[config.mk]
export PLATFORM = sky130hd
export DESIGN_NAME = tt_um_alu_dec
export DESIGN_NICKNAME = d
export VERILOG_FILES = /design/src/rtl/tt_um_alu_dec.sv
export SDC_FILE = /design/constraint.sdc
export NUM_CORES = 1
export LEC_CHECK = 0
export CORE_ASPECT_RATIO = 0.8
export CORE_MARGIN = 8
export CORE_UTILIZATION = 40
export CTS_CLUSTER_SIZE = 40
export DETAILED_ROUTE_END_ITERATION = 8
export HOLD_SLACK_MARGIN = 0.15
export PLACE_DENSITY_LB_ADDON = 0.05
export SYNTH_ARGS = -nofsm -noshare
export SYNTH_HDL_FRONTEND = slang
export SYNTH_SLANG_ARGS = --single-unit
[constraint.sdc]
create_clock -name clk -period 1.8 [get_ports clk]
set_clock_uncertainty 0.15 [all_clocks]
set_input_delay 0.27 -clock clk [delete_from_list [all_inputs] [get_ports clk]]
set_output_delay 0.27 -clock clk [all_outputs]
set_load 0.05 [all_outputs]
[src/rtl/tt_um_alu_dec.sv]
// ---------------------------------------------------------------------------
// tt_um_alu_dec
//
// Stream decryptor and result buffer for the ALU's ENC operation. The ALU
// encrypts a packed operand byte as {a,b} ^ 8'hAB. This tile accepts bytes
// over a valid/ready handshake. Depending on the sampled mode it does one of
// four things:
//   00 decrypt          - push ui_in ^ key
//   01 key load         - key <= ui_in; nothing is pushed
//   10 passthrough      - push ui_in unchanged
//   11 rolling decrypt  - push ui_in ^ key, then rotate key left by one
// Results go into a 2-entry FIFO that the host drains at its own pace.
//
// Ports
//   clk      clock; all state changes on the rising edge
//   rst_n    asynchronous active-low reset
//   ena      tile enable (ignored)
//   ui_in    input byte (cipher, key or passthrough byte)
//   uio_in   [0] in_valid, [1] out_ready, [3:2] mode, [7:4] unused
//   uo_out   FIFO head byte while out_valid=1, otherwise 8'h00
//   uio_out  [7] out_valid, [6] in_ready, [5:4] FIFO count, [3:0] zero
//   uio_oe   constant 8'hF0 (upper nibble of uio drives status)
// ---------------------------------------------------------------------------
module tt_um_alu_dec #(
  parameter logic [7:0] DEFAULT_KEY = 8'hAB
) (
  input  logic       clk,
  input  logic       rst_n,
  input  logic       ena,
  input  logic [7:0] ui_in,
  input  logic [7:0] uio_in,
  output logic [7:0] uo_out,
  output logic [7:0] uio_out,
  output logic [7:0] uio_oe
);

  localparam logic [1:0] MODE_DEC  = 2'b00;
  localparam logic [1:0] MODE_KEY  = 2'b01;
  localparam logic [1:0] MODE_PASS = 2'b10;
  localparam logic [1:0] MODE_ROLL = 2'b11;

  // Control decode
  logic       in_valid;
  logic       out_ready;
  logic [1:0] mode;

  assign in_valid  = uio_in[0];
  assign out_ready = uio_in[1];
  assign mode      = uio_in[3:2];

  // Tile enable and the spare control bits carry no meaning here.
  logic unused_inputs;
  assign unused_inputs = &{1'b0, ena, uio_in[7:4]};

  // State
  logic [7:0] mem_q [2];
  logic [7:0] mem_d [2];
  logic       rd_ptr_q, rd_ptr_d;
  logic       wr_ptr_q, wr_ptr_d;
  logic [1:0] count_q,  count_d;
  logic [7:0] key_q,    key_d;

  // Handshake status is a function of registered count only, so in_ready
  // never loops back combinationally through out_ready or in_valid.
  logic in_ready;
  logic out_valid;
  logic accept;
  logic push;
  logic pop;
  logic [7:0] push_data;

  assign in_ready  = (count_q != 2'd2);
  assign out_valid = (count_q != 2'd0);
  assign accept    = in_valid & in_ready;
  assign push      = accept & (mode != MODE_KEY);
  assign pop       = out_valid & out_ready;

  // Both decrypt modes use the key as it stood before this edge.
  assign push_data = (mode == MODE_PASS) ? ui_in : (ui_in ^ key_q);

  always_comb begin
    key_d = key_q;
    if (accept) begin
      case (mode)
        MODE_KEY:  key_d = ui_in;
        MODE_ROLL: key_d = {key_q[6:0], key_q[7]};
        default:   key_d = key_q;
      endcase
    end
  end

  always_comb begin
    rd_ptr_d = rd_ptr_q ^ pop;
    wr_ptr_d = wr_ptr_q ^ push;
    count_d  = count_q;
    case ({push, pop})
      2'b10:   count_d = count_q + 2'd1;
      2'b01:   count_d = count_q - 2'd1;
      default: count_d = count_q;
    endcase
  end

  // Storage entries: each one loads only when the write pointer selects it.
  for (genvar gi = 0; gi < 2; gi++) begin : g_mem
    always_comb begin
      mem_d[gi] = mem_q[gi];
      if (push && (wr_ptr_q == 1'(gi))) begin
        mem_d[gi] = push_data;
      end
    end

    always_ff @(posedge clk or negedge rst_n) begin
      if (!rst_n) begin
        mem_q[gi] <= 8'h00;
      end else begin
        mem_q[gi] <= mem_d[gi];
      end
    end
  end

  always_ff @(posedge clk or negedge rst_n) begin
    if (!rst_n) begin
      rd_ptr_q <= 1'b0;
      wr_ptr_q <= 1'b0;
      count_q  <= 2'd0;
      key_q    <= DEFAULT_KEY;
    end else begin
      rd_ptr_q <= rd_ptr_d;
      wr_ptr_q <= wr_ptr_d;
      count_q  <= count_d;
      key_q    <= key_d;
    end
  end

  // Outputs
  assign uo_out  = out_valid ? mem_q[rd_ptr_q] : 8'h00;
  assign uio_out = {out_valid, in_ready, count_q, 4'b0000};
  assign uio_oe  = 8'hF0;

  // MODE_DEC is the default arm of the data mux; named for readability.
  logic unused_mode_dec;
  assign unused_mode_dec = &{1'b0, MODE_DEC};

endmodule

# [Word level (Yosys, flattened, before mapping)]
# Index checks and enable logic that the tools add are counted.
[totals] ff_bits=28 input_bits=19
[classes] n_reduce_logical=6 order_cmp=1 n_bitwise=8 n_addsub=2 eq_ne=7 muxes=7
[op_table] cell="two-way mux 8 bit" n=5
[op_table] cell="case mux 8 bit (2 select lines)" n=1
[op_table] cell="XOR 8 bit" n=1
[op_table] cell="equality test 2 bit (second input constant)" n=3
[op_table] cell="nonzero test 2 bit" n=3
[op_table] cell="equality test 2 x 1 -> 1 bit (second input constant)" n=2
[op_table] cell="case mux 2 bit (2 select lines)" n=1
[op_table] cell="bitwise AND 1 bit" n=3
[op_table] cell="adder 2 x 1 -> 2 bit (second input constant)" n=1
[op_table] cell="greater-or-equal comparator 2 bit (second input constant)" n=1
[op_table] cell="logical AND 1 bit" n=2
[op_table] cell="!= test 2 x 1 -> 1 bit (second input constant)" n=1
[op_table] cell="!= test 2 bit (second input constant)" n=1
[op_table] cell="inverter 1 -> 2 bit" n=1
[op_table] cell="AND reduction 2 bit" n=1
[op_table] cell="subtractor 2 x 1 -> 2 bit (second input constant)" n=1
[op_table] cell="XOR 1 bit" n=2
[op_table] cell="inverter 1 bit" n=1

# [Longest topological paths before layout]
# Gate-level depths: netlist of run 1.
[logic_depth] depth_word=5 depth_mapped=7

# [Worst setup path after synthesis of run 1]
# No wires, ideal clock.
[synth_timing] path_kind="register to register" startpoint="register count_q[0]" endpoint="register mem_q[0] (netlist name)" n_path_buf=1 setup_ps=124 path_slack_ps=-450 t_required_ps=1526 t_arrival_ps=1976 stages_incl_launch_ff=7 path_cell_list="dfrtp_1 nand2b_4 and3_1 ha_1 buf_2 inv_1 a211o_1"
[synth_between] elab_chain_len=4
[synth_lines] item="start: declaration" line="60" text="logic [1:0] count_q, count_d;"
[synth_lines] item="start signal: assignment" line="130" text="count_q <= count_d;"
[synth_lines] item="!= test 2 bit" line="72" text="assign in_ready = (count_q != 2'd2);"
[synth_lines] item="net in_ready" line="65" text="logic in_ready;"
[synth_lines] item="bitwise AND 1 bit" line="74" text="assign accept = in_valid & in_ready;"
[synth_lines] item="bitwise AND 1 bit" line="75" text="assign push = accept & (mode != MODE_KEY);"
[synth_lines] item="logical AND 1 bit" line="107" text="if (push && (wr_ptr_q == 1'(gi))) begin"
[synth_lines] item="end signal: indexed assignment" line="116" text="mem_q[gi] <= mem_d[gi];"
[synth_lines] item="end: declaration" line="56" text="logic [7:0] mem_q [2];"
# The timed path passes the listed nets, and every way through them passes these cells.
# A chain may end at the register's enable or synchronous reset.

# [Final worst setup path of run 1]
[layout_timing] startpoint="register rd_ptr_q" endpoint="output port uo_out[4]"
[layout_between] elab_chain_len=5
[layout_lines] item="start: declaration" line="58" text="logic rd_ptr_q, rd_ptr_d;"
[layout_lines] item="start signal: assignment" line="128" text="rd_ptr_q <= rd_ptr_d;"
[layout_lines] item="inverter 1 -> 2 bit (implied by the code)" line="136" text="assign uo_out = out_valid ? mem_q[rd_ptr_q] : 8'h00;"
[layout_lines] item="two-way mux 8 bit (implied by the code) (3 in a row)" line="136"
[layout_lines] item="two-way mux 8 bit" line="136"
[layout_lines] item="end: declaration" line="32" text="output logic [7:0] uo_out,"
# No other way between the ends. The select of a mux whose other input is x is not followed.

==> results.md, run 1 <==
* Hold Fails Final Rpt at 0
* Worst-skew pair later-pin latency at between 0.2 and 0.3 ns
* Req. time, crit path at 1.38 ns
* Synth area leader: dfrtp_1
* Seq cells post-synth at 28
* Buf+Inv Stages, Crit Path at 2
* RSZ-0062 raised after global routing: true
* Int Power at 2500 uW
* GRT Util Overall at 13.1%
* Detailed Place HPWL at roughly 3000 microns
* Top-count cell post-synth: dfrtp_1
* Top-area cell type share of the netlist area at between 30% and 40%
* Vias at 1358
* Clock Power Share at 9.1%
* Fill cells at a little under 400
* EDFF count, synth at 0
* Power per cell area at 1900 nW/um^2
* Seq pwr share at 28.8%
* Die ar. at 6890 sq um
* Net Sw Frac at between 40% and 50%
* Via count of the first global-routing pass at 1482
* CP cell instances: buf_4 -> mux2i_1 -> nor2_2 -> buf_12
* GP Congestion at 0.720
* Post-route insts no fill at 258
* Ys flop type: dfrtp_1
* Total power at 4410 uW
* Clk sink count at 28
* Final Max Tran Viols at 0
* Pin count of the biggest net entering global routing at 33
* Clk pin slew, worst setup/hold paths at 0.10 ns
* Max-Cap Viols at 0
* Core region area at ~4300 sq um
* Total gr overflow at 0
* Port bufs at 25
* Seq/Total Area, Yosys at 39.5%
* DR WL/cell at 16.8 microns
* Area contributors post-synth: dfrtp_1 (32%), and4b_1 (8.9%), a211o_1 (7.8%)
* Inst Count DP at 250
* Worst VDD drop at 0.000949 V
* Outcome: finished clean
* Most instantiated cells after synthesis: dfrtp_1 (23), a21oi_1 (17)
* Clock root buffer: clkbuf_8
* Antenna violations before repair at 0
* Num rows at 21
* Initial Util at 42.1%
* Period minus WS final at 1.76 ns
* Number of cells produced by synthesis at 170
* Post-route DRC violation count at 0
* Crit Path Class: reg2out
* Crit-path leading delay family: flip-flops
* Synth async-reset ratio at 100%
* Synthesis warning total at 0
* Via density per instance at 5.26
* First-pass GRT wire length at between 7000 and 8000 microns
* # IOs at 43
* Logic pwr share at 62.1%
* Arr. time, crit path at 1.34 ns
* Synthesized area at 1790 sq um
* Finished Core Util at 54.6%
* Setup crit start kind: register
* Final WL at 4340 microns
* Max clock buf depth at 2
* Area Overhead vs Synth at 29.8%
* Synth Area per Inst at 10.5 sq um
* Placed Area at 2200 sq um
* Hold buffer count at CTS at 0
* # setup viols final at 0
* Peak Freq at 569 MHz
* Lkg Pwr at approximately 0.0011 uW
* Ant. Diodes at 0
* DRT iter0 DRCs at 37
* Die H at 75.8 microns
* Library cells used by synthesis at 26
* Period utilization at a little over nine tenths
* Post-Layout Inst Area at about 2300 sq um
* Min-Delay Path Class: in2async
* Max FO, Critical Path at 4
* Total iterations of the first detailed-routing run at 4
* P_sw at about 1900 uW
* CTS tree: done
* Setup crit end kind: primary output
* H-tree depth at 1
* Worst path slowest cell: dfrtp_2
* CTS buffer count at 3
* Die X at ~90 microns
* Antenna-violating nets left at 0
* CP max stage delay at 0.42 ns
* Share of layout cells above drive strength 1 at 30.3%
* Nets at 224
sequential cells by signal, indices dropped and copies added (netlist names):
signal and count:
mem_q 16, wr_ptr_q 1, count_q 2, rd_ptr_q 1, key_q 8
per-stage QoR:
step | TNS (ns) | hold WS [ns] | setup slack [ns]
3_5_place_dp | -3.92 | 0.329 | -0.235
5_1_grt | -0.0176 | 0.240 | -0.0109
3_3_place_gp | -3.01 | 0.324 | -0.179
6_report | 0 | 0.213 | 0.0431
2_1_floorplan | -0.313 | -0.176 | -0.0449
4_1_cts | 0 | 0.224 | 0.00288
timing repair:
| action | CTS | global route |
|---|---|---|
| pin swaps | 0 | 5 |
| resized for setup | 4 | 10 |
| cloned | 0 | 0 |
| endpoints found under the hold margin | 0 | 0 |
| endpoints found under the setup margin | 9 | 10 |
| setup buffers | 3 | 1 |
power groups by stage:
stage	registers (uW)	clock network (uW)	logic, uW
floorplan	1280	0	1590
finish	1270	402	2740
detailed placement	1330	0	2540
global route	1310	444	2910
global placement	1300	0	2500
CTS	1260	419	2680
worst reg2reg max path: cells and delay by family, from the launching register on:
kind,cells,cell delay [ns]
AOI/OAI and AO/OA,1,0.28
adders and majority gates,1,0.27
buffers and inverters,1,0.09
DFF,1,0.48
and+or+nand+nor,2,0.35
area by class of cell:
type,count,area [sq um],share of cell area [%]
clock buffer,4,55.1,2.37
inverter,6,32.5,1.40
multi-input combinational,125,1000,43.0
sequential,28,711,30.6
tap,57,71.3,3.07
timing repair buffer,38,454,19.5
metal layers:
metal  global-route usage (%)  vias to the layer above  part of all wire (%)
li1                         -                      648                     -
met1                     15.0                      670                    47
met2                     24.6                       36                    49
met3                     3.44                        4                   3.9
met4                     2.89                        0                  0.53
met5                        0                        -                     0
layout by cell type, fill, tap and decap left out:
cell type        synthesis  final
nor2_2                   1      7
dfrtp_2                  0      3
a211o_1                 16     16
clkbuf_8                 0      4
mux2_4                   7      7
buf_12                   0     10
nand2_4                  1      1
and4b_1                 16     16
nor2_1                   9      2
inv_6                    0      2
mux2i_1                  9      9
nor2_4                   0      1
mux2_1                   7      7
ha_4                     0      2
conb_1                   2     12
nand2b_1                 1      1
nand2_1                 16     16
and3_4                   0      1
a31oi_1                  1      1
nor2b_1                  1      1
inv_2                    1      1
xnor2_1                  2      2
xor2_1                   2      2
dfstp_2                  5      5
a21oi_1                 17     17
nand2b_4                 2      2
buf_4                   16     12
inv_1                    5      3
ha_1                     3      1
dfrtp_1                 23     20
clkdlybuf4s50_1          0     13
and3_1                   2      1
buf_6                    1      3
cell families (layout without fill, tap and decap cells):
kind of cell    after synthesis  after routing  synth area share, %
simple gates                 49             49                 18.1
flops                        28             28                 39.5
buf+inv                      27             48                 9.71
xor+xnor                      4              4                 1.96
fa+ha+maj                     3              3                 2.10
other cells                   2             12                0.419
compound gates               34             34                 12.9
mux                          23             23                 15.3
final timing paths:
path,from,to,slack [ns],depth (start not counted)
worst min register to register,mem_q[3],mem_q[3],0.35,1
worst min-delay path,rst_n,wr_ptr_q,0.21,2
worst max register to register,count_q[1],mem_q[10],0.07,5
worst max-delay path,rd_ptr_q,uo_out[4],0.04,4
max in group asynchronous,rst_n,key_q[5],0.97,2
min in group clk,mem_q[3],mem_q[3],0.35,1
(Power assumes the default switching activity.)
==> run 2, diff against run 1 <==
- TNS_END_PERCENT: not set -> 100
==> results of run 2 <==
No change in the layout: final DEF, timing and power equal those of run 1.
==> run 3, diff against run 2 <==
- CTS_CLUSTER_DIAMETER: not set -> 120
- SLEW_MARGIN: not set -> 20
==> results of run 3 <==
No change in the layout: final DEF, timing and power equal those of run 1.
